### src/rtl/duck_hunt_pkg.sv
// Shared constants for the bird plot engine: sprite length, wing offsets, FSM states.
// Latency: none (constants only).
// Backpressure: none.
package duck_hunt_pkg;

    localparam int SPRITE_LEN = 13;

    typedef enum logic [2:0] {
        IDLE  = 3'd0,
        LATCH = 3'd1,
        ERASE = 3'd2,
        DRAW  = 3'd3,
        DONE  = 3'd4
    } state_e;

    // Offset tables, element k holds the offset for sprite pixel k (leftmost entry is k=12).
    // Phase 0 has the wings swept back; phase 1 pulls the outer wing pixels forward.
    localparam logic [SPRITE_LEN-1:0][3:0] SPR_DX_P0 = {
        -4'sd5, -4'sd5, -4'sd4, -4'sd4, -4'sd3, -4'sd3,
        -4'sd5, -4'sd4, -4'sd3, -4'sd2, -4'sd1, 4'sd0, 4'sd0
    };
    localparam logic [SPRITE_LEN-1:0][3:0] SPR_DY_P0 = {
        -4'sd3, 4'sd3, -4'sd2, 4'sd2, -4'sd1, 4'sd1,
        4'sd0, 4'sd0, 4'sd0, 4'sd0, 4'sd0, 4'sd1, 4'sd0
    };
    localparam logic [SPRITE_LEN-1:0][3:0] SPR_DX_P1 = {
        -4'sd1, -4'sd1, -4'sd2, -4'sd2, -4'sd3, -4'sd3,
        -4'sd5, -4'sd4, -4'sd3, -4'sd2, -4'sd1, 4'sd0, 4'sd0
    };
    localparam logic [SPRITE_LEN-1:0][3:0] SPR_DY_P1 = SPR_DY_P0;

endpackage

### src/rtl/bird_sprite_rom.sv
// Sprite offset lookup: (pixel index, wing phase) -> signed (dx, dy).
// Latency: combinational.
// Backpressure: none.
module bird_sprite_rom
    import duck_hunt_pkg::*;
(
    input  logic [3:0]        k_i,
    input  logic              phase_i,
    output logic signed [3:0] dx_o,
    output logic signed [3:0] dy_o
);

    // Table read; indices past the sprite length return a zero offset.
    always_comb begin
        dx_o = 4'sd0;
        dy_o = 4'sd0;
        if (k_i < 4'(SPRITE_LEN)) begin
            dx_o = phase_i ? SPR_DX_P1[k_i] : SPR_DX_P0[k_i];
            dy_o = phase_i ? SPR_DY_P1[k_i] : SPR_DY_P0[k_i];
        end
    end

endmodule

### src/rtl/bird_plotter.sv
// Per frame tick: erase every previously drawn bird, then draw every active bird, one pixel/clock.
// Latency: done pulses 2+Ce+Cd clocks after start is accepted (13 clocks per active bird, 1 per idle).
// Backpressure: none; start is ignored while busy. Optional feature macro: WING_FLAP_EN.
module bird_plotter
    import duck_hunt_pkg::*;
#(
    parameter int         NUM_BIRDS = 4,
    parameter int         X_W       = 8,
    parameter int         Y_W       = 7,
    parameter int         SCREEN_W  = 160,
    parameter int         SCREEN_H  = 120,
    parameter logic [2:0] FG_COLOUR = 3'b111,
    parameter logic [2:0] BG_COLOUR = 3'b000
) (
    input  logic                     clock,
    input  logic                     resetn,
    input  logic                     start,
    input  logic [NUM_BIRDS*X_W-1:0] bird_x,
    input  logic [NUM_BIRDS*Y_W-1:0] bird_y,
    input  logic [NUM_BIRDS-1:0]     bird_active,
    output logic [X_W-1:0]           x,
    output logic [Y_W-1:0]           y,
    output logic [2:0]               colour,
    output logic                     plot,
    output logic                     busy,
    output logic                     done
);

    localparam int            BW         = (NUM_BIRDS > 1) ? $clog2(NUM_BIRDS) : 1;
    localparam logic [BW-1:0] LAST_BIRD  = BW'(NUM_BIRDS - 1);
    localparam logic [3:0]    LAST_K     = 4'(SPRITE_LEN - 1);
    localparam logic [X_W:0]  SCREEN_W_V = (X_W + 1)'(SCREEN_W);
    localparam logic [Y_W:0]  SCREEN_H_V = (Y_W + 1)'(SCREEN_H);

    state_e                   state_q;
    logic [BW-1:0]            bird_q;
    logic [3:0]               k_q;
    logic [NUM_BIRDS*X_W-1:0] old_x_q, new_x_q;
    logic [NUM_BIRDS*Y_W-1:0] old_y_q, new_y_q;
    logic [NUM_BIRDS-1:0]     old_act_q, new_act_q;
    logic [X_W-1:0]           x_q;
    logic [Y_W-1:0]           y_q;
    logic [2:0]               colour_q;
    logic                     plot_q, busy_q, done_q;

    logic                     erase_w;
    logic [X_W-1:0]           cur_x_d;
    logic [Y_W-1:0]           cur_y_d;
    logic                     cur_act_d;
    logic                     cur_phase_d;
    logic signed [3:0]        dx_d, dy_d;
    logic signed [X_W:0]      px_d;
    logic signed [Y_W:0]      py_d;
    logic                     on_screen_d;

    assign erase_w = (state_q == ERASE);

`ifdef WING_FLAP_EN
    // Wing phase flips each frame; each set remembers the phase it was drawn with.
    logic phase_q, new_phase_q, old_phase_q;
    assign cur_phase_d = erase_w ? old_phase_q : new_phase_q;
`else
    assign cur_phase_d = 1'b0;
`endif

    // Select the current bird's position/activity from the old set (erase) or new set (draw).
    always_comb begin
        cur_x_d   = '0;
        cur_y_d   = '0;
        cur_act_d = 1'b0;
        for (int b = 0; b < NUM_BIRDS; b++) begin
            if (bird_q == BW'(b)) begin
                cur_x_d   = erase_w ? old_x_q[b*X_W +: X_W] : new_x_q[b*X_W +: X_W];
                cur_y_d   = erase_w ? old_y_q[b*Y_W +: Y_W] : new_y_q[b*Y_W +: Y_W];
                cur_act_d = erase_w ? old_act_q[b] : new_act_q[b];
            end
        end
    end

    bird_sprite_rom u_rom (
        .k_i     (k_q),
        .phase_i (cur_phase_d),
        .dx_o    (dx_d),
        .dy_o    (dy_d)
    );

    // Signed pixel position with one extra bit so off-screen pixels are clipped, never wrapped.
    always_comb begin
        px_d        = $signed({1'b0, cur_x_d}) + (X_W + 1)'(dx_d);
        py_d        = $signed({1'b0, cur_y_d}) + (Y_W + 1)'(dy_d);
        on_screen_d = !px_d[X_W] && ($unsigned(px_d) < SCREEN_W_V) &&
                      !py_d[Y_W] && ($unsigned(py_d) < SCREEN_H_V);
    end

    // Frame sequencer: latch sets, walk erase then draw, registered pixel bus and status.
    always_ff @(posedge clock or negedge resetn) begin
        if (!resetn) begin
            state_q   <= IDLE;
            bird_q    <= '0;
            k_q       <= '0;
            old_x_q   <= '0;
            old_y_q   <= '0;
            old_act_q <= '0;
            new_x_q   <= '0;
            new_y_q   <= '0;
            new_act_q <= '0;
            x_q       <= '0;
            y_q       <= '0;
            colour_q  <= '0;
            plot_q    <= 1'b0;
            busy_q    <= 1'b0;
            done_q    <= 1'b0;
`ifdef WING_FLAP_EN
            phase_q     <= 1'b0;
            new_phase_q <= 1'b0;
            old_phase_q <= 1'b0;
`endif
        end else begin
            done_q <= 1'b0;
            plot_q <= 1'b0;
            case (state_q)
                IDLE: begin
                    if (start) state_q <= LATCH;
                end
                LATCH: begin
                    old_x_q   <= new_x_q;
                    old_y_q   <= new_y_q;
                    old_act_q <= new_act_q;
                    new_x_q   <= bird_x;
                    new_y_q   <= bird_y;
                    new_act_q <= bird_active;
`ifdef WING_FLAP_EN
                    old_phase_q <= new_phase_q;
                    new_phase_q <= phase_q;
`endif
                    bird_q  <= '0;
                    k_q     <= '0;
                    busy_q  <= 1'b1;
                    state_q <= ERASE;
                end
                ERASE, DRAW: begin
                    x_q      <= px_d[X_W-1:0];
                    y_q      <= py_d[Y_W-1:0];
                    colour_q <= erase_w ? BG_COLOUR : FG_COLOUR;
                    plot_q   <= cur_act_d && on_screen_d;
                    if (cur_act_d && (k_q != LAST_K)) begin
                        k_q <= k_q + 4'd1;
                    end else begin
                        k_q <= '0;
                        if (bird_q == LAST_BIRD) begin
                            bird_q  <= '0;
                            state_q <= erase_w ? DRAW : DONE;
                        end else begin
                            bird_q <= bird_q + BW'(1);
                        end
                    end
                end
                DONE: begin
                    done_q  <= 1'b1;
                    busy_q  <= 1'b0;
                    state_q <= IDLE;
`ifdef WING_FLAP_EN
                    phase_q <= ~phase_q;
`endif
                end
                default: state_q <= IDLE;
            endcase
        end
    end

    assign x      = x_q;
    assign y      = y_q;
    assign colour = colour_q;
    assign plot   = plot_q;
    assign busy   = busy_q;
    assign done   = done_q;

endmodule

### config.mk
export PLATFORM = sky130hd
export DESIGN_NAME = bird_plotter
export DESIGN_NICKNAME = d
export VERILOG_FILES = /design/src/rtl/duck_hunt_pkg.sv /design/src/rtl/bird_sprite_rom.sv /design/src/rtl/bird_plotter.sv
export SDC_FILE = /design/constraint.sdc
export NUM_CORES = 1
export LEC_CHECK = 0
export CORE_MARGIN = 1.5
export CORE_UTILIZATION = 35
export CTS_CLUSTER_DIAMETER = 200
export CTS_CLUSTER_SIZE = 10
export DETAILED_ROUTE_END_ITERATION = 8
export HOLD_SLACK_MARGIN = 0.06
export PLACE_DENSITY = 0.61
export SYNTH_ARGS = -nofsm -noshare
export SYNTH_HDL_FRONTEND = slang
export SYNTH_SLANG_ARGS = --single-unit
### constraint.sdc
create_clock -name clock -period 4 [get_ports clock]
set_clock_uncertainty 0.1 [all_clocks]
set_input_delay 0.8 -clock clock [delete_from_list [all_inputs] [get_ports clock]]
set_output_delay 0.8 -clock clock [all_outputs]
set_load 0.01 [all_outputs]
==> flow_summary.toml <==
[cells_and_area]
final_nets = 866
seqCellArea_sq_mm = 0.00390
stdcell_area_sq_mm = 0.00979
postLayoutCoreUtil_pct = 44.6
drive_gt1_share_pct = 27.3
multiInputGateArea_sq_mm = 0.00376
antennaDiodeCount = 0
fillers = 2000
area_delta_synth_final_pct = 23.8

[timing]
max_freq_mhz = 277
slew_violations = 0
rsz0062_at_grt = "no"
setup_viol = 0
fin_tns_setup_ns = 0
period_needed_ns = 3.61
fin_crit_sh_pct = 90.2
tightest_slew_ns = 0.677
max_slew_margin_pct = 54.8
fin_hold_ws_ns = 0.246
finalHoldViolCount = 0

[min_path]
holdCritPathClass = "input pin to async pin"

[pwr]
p_leak_nw = 4.18
total_power_w = 0.00849
irDropWorstVdd_mv = 0.371
power_density_mw_per_mm2 = 867

[clocking]
path_clk_slew_ns = 0.07
clk-insertion-delay-late_ns = 0.43
cts_resized = 0
cts_tree = "yes"
hold_buffers = 0
htreeDepth = 4
cts_buffers = 17
ctsRootBufferMaster = "clkbuf_16"
clock_sinks = 156
clk_path_buf_depth = 2

[status]
status = "finished with violations"
violations = "design-rule violations"

[drt]
routedWlPerCell_um = 16.1
dr.pass1.iters = 8
drt_iter0_drc = 310
drc = 7
vias = 5332
vias_per_cell = 5.02
ant_nets = 0
totalWireLength_mm = 17.2

[synthesis]
synthArstFlopShare_pct = 100
ys_ff_latch = 156
synth.most_common_cell = "dfrtp_1"
synth_seq_area_share_pct = 49.4
syn-num-nets = 772
yosysWarnings = 0
syn_inst = 676
syn_area_per_cell_sq_um = 11.7
synth_edf_count = 0
synth_common_cells = "156 x dfrtp_1, 143 x mux2_2, 60 x nand2_1, 60 x o21ai_0, 33 x mux2i_1"
synthTopCellsByArea = "dfrtp_1 49%, mux2_2 20%, ha_1 4.3%"
synth_top_area_share_pct = 49.4
syn-cell-area_sq_mm = 0.00791
synth_area_leader_cell = "dfrtp_1"
ys_types = 46
synth_flop_cell = "dfrtp_1"

[global_routing]
gr-total-overflow = 0
grt_pass1_vias = 5239
grt_antenna_before_repair = 0
grt_pass1_wl_mm = 28.2
grt_max_degree = 102
grt.total_usage_pct = 15.5

[die]
die_width_um = 153
pin_count = 88
start_util_pct = 36.0
dieArea_sq_mm = 0.0235
coreArea_sq_mm = 0.0220
die_y_um = 153
rows = 54

[placement]
port_buffers = 87
placed_cell_area_sq_mm = 0.00919
gp_congestion = 0.833
dp_hpwl_mm = 12.0

[run]
cap_viol_max_count = 0

[worst_setup_path]
arrival_ns = 3.84
path_class = "register to register"
cp-end-kind = "register"
startpoint_type = "register"
cp.required_ns = 4.23
worst-path-max-fanout = 8
registers in the layout, indices dropped and copies added, names as in the netlist, 2 cells and up:
register	flops
x	8
bird_q	2
new_y_q	28
old_y_q	28
k_q	4
old_act_q	4
new_x_q	32
new_act_q	4
y	7
old_x_q	32
state_q	3
worst paths after layout:
kind                             from      endpoint  slack, ns  cells after the start
setup / recovery           state_q[2]          plot       0.39                     15
hold / removal                 resetn  new_act_q[3]       0.25                      1
setup reg to reg           state_q[2]          plot       0.39                     15
hold reg to reg                  x[2]          x[2]       0.38                      2
max in group asynchronous      resetn   new_x_q[12]       2.58                      2
min in group clock               x[2]          x[2]       0.38                      2
logic make-up after synthesis:
kind of cell    synth area share (%)
compound gates                  9.51
xor+xnor                        1.22
fa+ha+maj                       4.78
buf+inv                         3.17
flops                           49.4
mux                             24.9
simple gates                    7.01
layout make-up:
type | instances | area share, %
clock buffers | 17 | 4.35
clock inverters | 15 | 1.57
inverters | 15 | 0.575
multi-input cells | 463 | 38.4
flip-flops and latches | 156 | 39.9
well taps | 280 | 3.58
repair buffers | 117 | 11.6
cells in the final DEF (no fill, tap or decap), types with 5 or more instances in the layout:
cell type and n:
nand2_1 60, a21oi_1 13, o21ai_0 60, o21a_1 5
dfrtp_1 156, o22ai_1 16, mux2i_1 33, nor2_1 17
nand3_1 23, mux2_2 143, inv_1 15, clkdlybuf4s50_1 86
buf_4 27, xor2_1 7, clkbuf_16 17, ha_1 27
critical path, cell delays in order, from the launching register on:
cell and delay [ns]:
dfrtp_1 0.48, nor3b_4 0.19, buf_4 0.18, buf_4 0.14, mux2i_1 0.19, o22ai_1 0.09
o21ai_0 0.26, o21ai_0 0.14, ha_1 0.24, fa_1 0.43, a211oi_1 0.26, o21bai_1 0.09
a21oi_1 0.18, xor2_1 0.20, nor4_1 0.07, nor4_1 0.27
stage by stage:
step | setup slack (ns) | instances
6_report | 0.390 | 1063
2_1_floorplan | 0.677 | 676
3_5_place_dp | 0.284 | 1028
5_1_grt | 0.183 | 1063
3_3_place_gp | 0.364 | 1028
4_1_cts | 0.252 | 1060
where the power goes:
group          switching [W]  leakage (nW)  internal, W  total, W
clock               0.000714         0.275     0.000879   0.00159
combinational        0.00192          2.03      0.00206   0.00397
sequential          0.000550          1.88      0.00237   0.00292
total                0.00318          4.18      0.00531   0.00849
what timing repair did:
action	4_1_cts	5_1_grt
setup endpoints to repair	0	1
buffers inserted	0	3
hold endpoints to repair	0	0
routing by layer:
layer	GRT usage, %	share of wire [%]	vias up	wire [um]
li1	-	-	2614	-
met1	21.4	50	2599	8620
met2	23.9	45	102	7690
met3	3.35	3.7	17	640
met4	5.32	1.3	0	220
met5	0	0	-	0
Power figures use the tool's default switching activity.
